[config.mk]
export PLATFORM = sky130hd
export DESIGN_NAME = rx_link_sync_ctrl
export DESIGN_NICKNAME = d
export VERILOG_FILES = /design/src/rtl/phy_sync_pkg.sv /design/src/rtl/rx_byte_framer.sv /design/src/rtl/rx_link_sync_ctrl.sv
export SDC_FILE = /design/constraint.sdc
export NUM_CORES = 1
export LEC_CHECK = 0
export CORE_MARGIN = 3
export CORE_UTILIZATION = 60
export DETAILED_ROUTE_END_ITERATION = 8
export GPL_ROUTABILITY_DRIVEN = 0
export GPL_TIMING_DRIVEN = 0
export PLACE_DENSITY = 0.9
export SYNTH_ARGS = -nofsm -noshare
export SYNTH_HDL_FRONTEND = slang
export SYNTH_SLANG_ARGS = --single-unit
export TNS_END_PERCENT = 20
[constraint.sdc]
create_clock -name clk_32f -period 5.6 [get_ports clk_32f]
set_input_delay 0.84 -clock clk_32f [delete_from_list [all_inputs] [get_ports clk_32f]]
set_output_delay 0.84 -clock clk_32f [all_outputs]
set_load 0.005 [all_outputs]
[src/rtl/phy_sync_pkg.sv]
// rtl/phy_sync_pkg.sv - shared PHY sync symbols, byte width and lock-state encoding
package phy_sync_pkg;

  localparam int         PHY_BYTE_W = 8;
  localparam logic [7:0] COM        = 8'hBC;
  localparam logic [7:0] IDLE       = 8'h7C;

  typedef enum logic [1:0] {
    HUNT   = 2'd0,
    VERIFY = 2'd1,
    LOCKED = 2'd2
  } lock_state_e;

  function automatic logic is_ctrl(input logic [PHY_BYTE_W-1:0] b);
    return (b == COM) || (b == IDLE);
  endfunction

endpackage

[src/rtl/rx_byte_framer.sv]
// rtl/rx_byte_framer.sv - serial shift register and bit counter producing byte candidates
module rx_byte_framer
  import phy_sync_pkg::*;
(
  input  logic                  clk_i,
  input  logic                  rst,
  input  logic                  serial_i,
  input  logic                  align_i,
  output logic [PHY_BYTE_W-1:0] cand_o,
  output logic                  boundary_o
);

  // Only the seven older bits are stored; the newest bit is the live input.
  logic [PHY_BYTE_W-2:0] shift_q;
  logic [2:0]            bit_cnt_q;
  logic [2:0]            bit_cnt_d;

  assign cand_o     = {shift_q, serial_i};
  assign boundary_o = (bit_cnt_q == 3'd7);
  assign bit_cnt_d  = align_i ? 3'd0 : bit_cnt_q + 3'd1;

  always_ff @(posedge clk_i) begin
    if (!rst) begin
      shift_q   <= '0;
      bit_cnt_q <= '0;
    end else begin
      shift_q   <= cand_o[PHY_BYTE_W-2:0];
      bit_cnt_q <= bit_cnt_d;
    end
  end

endmodule

[src/rtl/rx_link_sync_ctrl.sv]
// rtl/rx_link_sync_ctrl.sv - COM hunt, verify and lock FSM with framed byte qualification
module rx_link_sync_ctrl
  import phy_sync_pkg::*;
#(
  parameter int SYNC_COUNT = 4,
  parameter int GAP_LIMIT  = 16
) (
  input  logic                  clk_32f,
  input  logic                  rst,
  input  logic                  serial_in,
  output logic [PHY_BYTE_W-1:0] byte_out,
  output logic                  byte_strobe,
  output logic                  byte_valid,
  output logic                  active,
  output logic                  idle_out,
  output logic [1:0]            lock_state
);

  localparam logic [3:0] SYNC_N = SYNC_COUNT[3:0];
  localparam logic [7:0] GAP_N  = GAP_LIMIT[7:0];

  lock_state_e           state_q;
  logic [3:0]            com_cnt_q;
  logic [3:0]            com_cnt_d;
  logic [7:0]            gap_cnt_q;
  logic [7:0]            gap_cnt_d;
  logic [PHY_BYTE_W-1:0] byte_out_q;
  logic                  byte_strobe_q;
  logic                  byte_valid_q;
  logic                  active_q;
  logic                  idle_out_q;

  logic [PHY_BYTE_W-1:0] cand;
  logic                  boundary;
  logic                  is_com;

  // Bit counter is held at zero while hunting so the byte phase restarts on each COM match.
  rx_byte_framer u_framer (
    .clk_i      (clk_32f),
    .rst        (rst),
    .serial_i   (serial_in),
    .align_i    (state_q == HUNT),
    .cand_o     (cand),
    .boundary_o (boundary)
  );

  assign is_com    = (cand == COM);
  assign com_cnt_d = com_cnt_q + 4'd1;
  assign gap_cnt_d = gap_cnt_q + 8'd1;

  always_ff @(posedge clk_32f) begin
    if (!rst) begin
      state_q       <= HUNT;
      com_cnt_q     <= '0;
      gap_cnt_q     <= '0;
      byte_out_q    <= '0;
      byte_strobe_q <= 1'b0;
      byte_valid_q  <= 1'b0;
      active_q      <= 1'b0;
      idle_out_q    <= 1'b0;
    end else begin
      byte_strobe_q <= 1'b0;
      case (state_q)
        HUNT: begin
          if (is_com) begin
            state_q   <= VERIFY;
            com_cnt_q <= 4'd1;
          end
        end
        VERIFY: begin
          if (boundary) begin
            if (is_com) begin
              com_cnt_q <= com_cnt_d;
              if (com_cnt_d == SYNC_N) begin
                state_q   <= LOCKED;
                gap_cnt_q <= '0;
                active_q  <= 1'b1;
              end
            end else begin
              state_q   <= HUNT;
              com_cnt_q <= '0;
            end
          end
        end
        LOCKED: begin
          if (boundary) begin
            if (!is_com && (gap_cnt_d == GAP_N)) begin
              state_q      <= HUNT;
              com_cnt_q    <= '0;
              gap_cnt_q    <= '0;
              active_q     <= 1'b0;
              byte_valid_q <= 1'b0;
              idle_out_q   <= 1'b0;
            end else begin
              gap_cnt_q     <= is_com ? 8'd0 : gap_cnt_d;
              byte_out_q    <= cand;
              byte_strobe_q <= 1'b1;
              byte_valid_q  <= !is_ctrl(cand);
              idle_out_q    <= (cand == IDLE);
            end
          end
        end
        default: begin
          state_q   <= HUNT;
          com_cnt_q <= '0;
          active_q  <= 1'b0;
        end
      endcase
    end
  end

  assign byte_out    = byte_out_q;
  assign byte_strobe = byte_strobe_q;
  assign byte_valid  = byte_valid_q;
  assign active      = active_q;
  assign idle_out    = idle_out_q;
  assign lock_state  = state_q;

endmodule

After elaboration in Yosys (flattened, before gate mapping)
Cells that the tools add are included.

word-level totals
  output and inout bits = 14
  flip-flop bits (word level) = 36
  word-level logic and storage cells = 73

cells by class
  bitwise operators = 3
  muxes and demuxes = 29
  equality and inequality tests = 14
  reduce and logical (&&, ||, !) cells = 14
  add/sub/neg operators = 3

operator list
  cell                                                 number
  2-to-1 mux 8 bit                                     6
  2-to-1 mux 4 bit                                     5
  case mux 8 bit (2 select lines)                      1
  2-to-1 mux 2 bit                                     6
  inequality test 2 bit, second input constant         6
  case mux 4 bit (3 select lines)                      1
  AND reduction 5 bit                                  2
  adder 8 x 1 -> 8 bit, second input constant          1
  equality test 8 x 5 -> 1 bit, second input constant  1
  equality test 8 x 7 -> 1 bit, second input constant  1
  equality test 8 bit, second input constant           1
  2-to-1 mux 1 bit                                     8
  case mux 2 bit (3 select lines)                      1
  AND reduction 3 bit                                  2
  AND reduction 6 bit                                  1
  adder 4 x 1 -> 4 bit, second input constant          1
  equality test 4 x 3 -> 1 bit, second input constant  1
  AND reduction 4 bit                                  1
  adder 3 x 1 -> 3 bit, second input constant          1
  equality test 3 bit, second input constant           1
  inequality test 3 bit, second input constant         1
  NOT 1 bit                                            3
  case mux 1 bit (3 select lines)                      1
  equality test 2 x 1 -> 1 bit, second input constant  1
  8 further kinds                                      9

Longest topological paths before layout
  depth after elaboration = 6
  gate-level depth with buffers = 8
  depth with buffers taken out = 7

By module
Synthesis repeated with hierarchy kept, for this count alone.

second synthesis, totals
  cells, all modules = 196
  area total of the unflattened synthesis = 1754.2 um2

by module, submodules not included
  module             area each (um2)  sequential area each (um2)  cells each  times used
  rx_link_sync_ctrl  1438.9           520.5                       173         1
  rx_byte_framer     315.3            200.2                       23          1

Least setup slack after synthesis
Ideal clock, no wire load.

  path kind = input to register
  start = input port serial_in
  end = register gap_cnt_q[5]
  required time = 5.478 ns
  path buffers = 0
  slack = 3.501 ns
  arrival time = 1.978 ns
  stages on the path = 5
  path through = nand4bb_1 > or2_2 > nor2_1 > a31oi_1 > a221o_1

on the way
  word-level cells in the longest chain between the ends = 6
  elaborated cells between the ends (all ways) = 9

RTL lines
  element                          line                     RTL
  start, declared                  rx_link_sync_ctrl.sv:10  input logic serial_in,
  equality test 8 bit *            rx_link_sync_ctrl.sv:47  assign is_com = (cand == COM);
  zero test 1 bit                  rx_link_sync_ctrl.sv:87  if (!is_com && (gap_cnt_d == GAP_N)) begin
  logical AND 1 bit                rx_link_sync_ctrl.sv:87
  2-to-1 mux 8 bit                 rx_link_sync_ctrl.sv:87
  2-to-1 mux 8 bit                 rx_link_sync_ctrl.sv:86  if (boundary) begin
  case mux 8 bit (2 select lines)  rx_link_sync_ctrl.sv:63  case (state_q)
  end signal, assigned             rx_link_sync_ctrl.sv:95  gap_cnt_q <= is_com ? 8'd0 : gap_cnt_d;
  end, declared                    rx_link_sync_ctrl.sv:25  logic [7:0] gap_cnt_q;

Every way passes the cells marked *; elsewhere a longest branch is shown, timed or not. The select of a mux whose other input is x is not followed.
A chain may end at the register's enable or synchronous reset.

Worst setup path after layout
  start = input port serial_in
  end = register gap_cnt_q[3]

The elaborated chain is that of the path after synthesis.

==> key figures <==
Finish
  – Layout filler cell count: 193
  – Multi-input logic area: 957 um^2
  – N_diodes: 0
  – Fin nets: 234
  – Register Area: 721 um^2
  – P&R area growth vs syn: 14.2%
  – Post-route cell area: roughly 0.0020 mm^2
  – Layout cells sized above 1: under 10%

Yosys
  – Post-synth cell types: 47
  – #FFs+latches synth: 36
  – Syn nets: 211
  – Mapped Area: 0.00172 mm^2
  – Mapped Cells: 202
  – FFs w/ async S/R, synth: 0%
  – Sequential area share after synthesis: 41.8%
  – Post-synth EDFFs: 0
  – Yosys Warn Count: 0
  – Synth Flop Type: dfxtp_1
  – Avg Cell Area, Syn: 8.54 um^2

Floorplan
  – Initial core utilization: around two thirds
  – Die Span Y: between 50 and 60 um
  – # rows: 18
  – Die area: 0.00355 mm^2
  – Top Ports: 17
  – Die width: 59.6 um
  – Core area: 0.00261 mm^2

STA
  – Fin. max-slew vios: 0
  – # setup viols final: 0
  – RSZ-0062 raised after global routing: false
  – Rel. slew slack: approximately 46%
  – FMAX: 382 MHz
  – Clk_skew: 0.0101 ns
  – Tmin final: 2.62 ns
  – Final Hold Vio Count: 0
  – Final setup TNS: 0 ns
  – Final worst path period share: 46.7%
  – Worst slew pin tran: 0.803 ns

Placement
  – DP HPWL: 2780 um
  – Placed cell area: 0.00192 mm^2
  – PortBufs: 16

Run
  – Max-cap viol count: 0

Global routing
  – First-pass GRT wire length: 6350 um
  – Initial antenna violation count: 0
  – Largest net degree at the start of global routing: 11
  – GRT overflow: 0
  – Vias in the first global route: roughly 1500
  – Total Routing Usage GR: 23.8%

Critical path
  – CP Launch Type: input port
  – Crit path DAT: 2.86 ns
  – Critical path type: input port to flop
  – Crit-path max FO: 8
  – CP required: 5.84 ns
  – CP endpoint kind: flop

Clock network
  – Clock latency on the worst-skew pair: 0.33 ns
  – CTS Buffer Depth: 2
  – H-tree depth: 2
  – Cts repair resizes: 0
  – Clock sink total: 36
  – Clk root buf: clkbuf_4
  – CTS Buf Count: 5
  – CTS tree: yes
  – Post-CTS Setup Inserts: 0
  – Clock transition at path regs: 0.10 ns
  – Cts hold-fix bufs: 0

Routing
  – Routed length per placed instance: approximately 15 um
  – DRC: 0
  – DRT Wirelength: 3790 um
  – Initial DRT Pass Iterations: 5
  – Via count: approximately 1600
  – Via-to-Cell Ratio: 6.17
  – DR iter-0 viols: 158
  – Final ANT Viol Nets: 0

Worst hold path
  – Worst hold path class: flop to flop

Power and ir drop
  – Peak supply drop: 0.000230 V
  – Cell Pwr Density: ~200 mW/mm^2
  – Leak: 0.732 nW

Run status
  – Status: completed
## registers in the layout, indices dropped and copies added, names as in the netlist
register and flops:
u_framer.shift_q 7, com_cnt_q 4, lock_state 2, byte_valid 1, byte_strobe 1, idle_out 1
byte_out 8, u_framer.bit_cnt_q 3, gap_cnt_q 8, active 1
## kinds of logic (layout without fill, tap and decap cells)
group / after synthesis / in the layout / synth area share [%]
flops: 36 / 36 / 41.8
fa+ha+maj: 6 / 6 / 4.35
compound gates: 49 / 49 / 18.8
buf+inv: 10 / 33 / 2.68
xor+xnor: 3 / 3 / 1.52
simple gates: 98 / 98 / 30.8
## worst max-delay path, cell delays in order
cell and delay [ns]:
clkdlybuf4s50_1 0.53, nand4bb_1 0.18, nor2_1 0.14, nor3b_1 0.71
nand2_1 0.22, o21ai_0 0.23
## cells in the final DEF, fill, tap and decap left out, drive strengths merged, types with 5 or more instances in the layout
master	n
o21ai	21
nand3	11
ha	6
nor2	8
dfxtp	36
nor2b	5
a21oi	7
and2	11
nor3	5
nand2	32
nand4	5
clkdlybuf4s50	16
clkbuf	12
## report_power, final
part	switching, mW	total, mW	leakage [nW]	internal (mW)
Combinational	0.00531	0.00861	0.414	0.00330
Sequential	0.000539	0.257	0.290	0.257
Clock	0.0777	0.124	0.0281	0.0463
## final timing paths
path                                             from                     to  slack, ns  cells past startpoint
worst max-delay path                        serial_in           gap_cnt_q[3]       2.98                      6
worst min-delay path            u_framer.bit_cnt_q[0]  u_framer.bit_cnt_q[0]       0.43                      1
worst max register to register           com_cnt_q[1]           gap_cnt_q[5]       3.37                      6
worst min register to register  u_framer.bit_cnt_q[0]  u_framer.bit_cnt_q[0]       0.43                      1
## per-stage QoR
stage          hold WS, ns  setup slack, ns  util [%]  std cells  power, mW
6_report             0.430             2.98      75.3        255      0.390
5_1_grt              0.463             2.83      75.3        255      0.406
4_1_cts              0.431             3.00      75.3        255      0.392
3_5_place_dp         0.417             2.67      73.6        248      0.272
3_3_place_gp         0.408             2.79      73.6        248      0.272
2_1_floorplan        0.398             3.50         -        202      0.268
## synth_stat cells, types with 2 or more instances
| master | n | area share [%] |
|---|---|---|
| dfxtp_1 | 36 | 42 |
| nand2_1 | 32 | 7.0 |
| o21ai_0 | 18 | 5.2 |
| and2_1 | 11 | 4.0 |
| nand3_1 | 11 | 3.2 |
| nor2_1 | 8 | 1.7 |
| a21oi_1 | 6 | 1.7 |
| clkbuf_1 | 6 | 1.3 |
| ha_1 | 6 | 4.4 |
| nand4_1 | 5 | 1.8 |
| nor2b_1 | 5 | 1.8 |
| nor3_1 | 4 | 1.2 |
| a31oi_1 | 3 | 1.1 |
| and3_1 | 3 | 1.1 |
| nand2b_1 | 3 | 1.1 |
| nand3b_1 | 3 | 1.3 |
| nor3b_1 | 3 | 1.3 |
| a21boi_0 | 2 | 0.87 |
| a21o_1 | 2 | 0.87 |
| a221o_1 | 2 | 1.2 |
| inv_1 | 2 | 0.44 |
| nor4_1 | 2 | 0.73 |
| o21a_1 | 2 | 0.87 |
| o21ai_2 | 2 | 1.0 |
| o22ai_1 | 2 | 0.73 |
| xor2_1 | 2 | 1.0 |
## area by class of cell
cell class	instances	share of cell area, %
plain buffers	8	1.97
multi-input cells	156	48.6
repair buffers	16	8.14
clock inverters	1	0.254
well taps	30	1.91
flip-flops and latches	36	36.6
clock buffers	6	2.10
inverters	2	0.381
## per-layer routing
metal  wire length, um  up-vias  global-route usage (%)
met5                 0        -                       0
met4                55        0                    8.54
met3               211        8                    7.41
met2              1880       58                    39.2
met1              1640      739                    29.1
li1                  -      769                       -
Power figures use the tool's default switching activity.
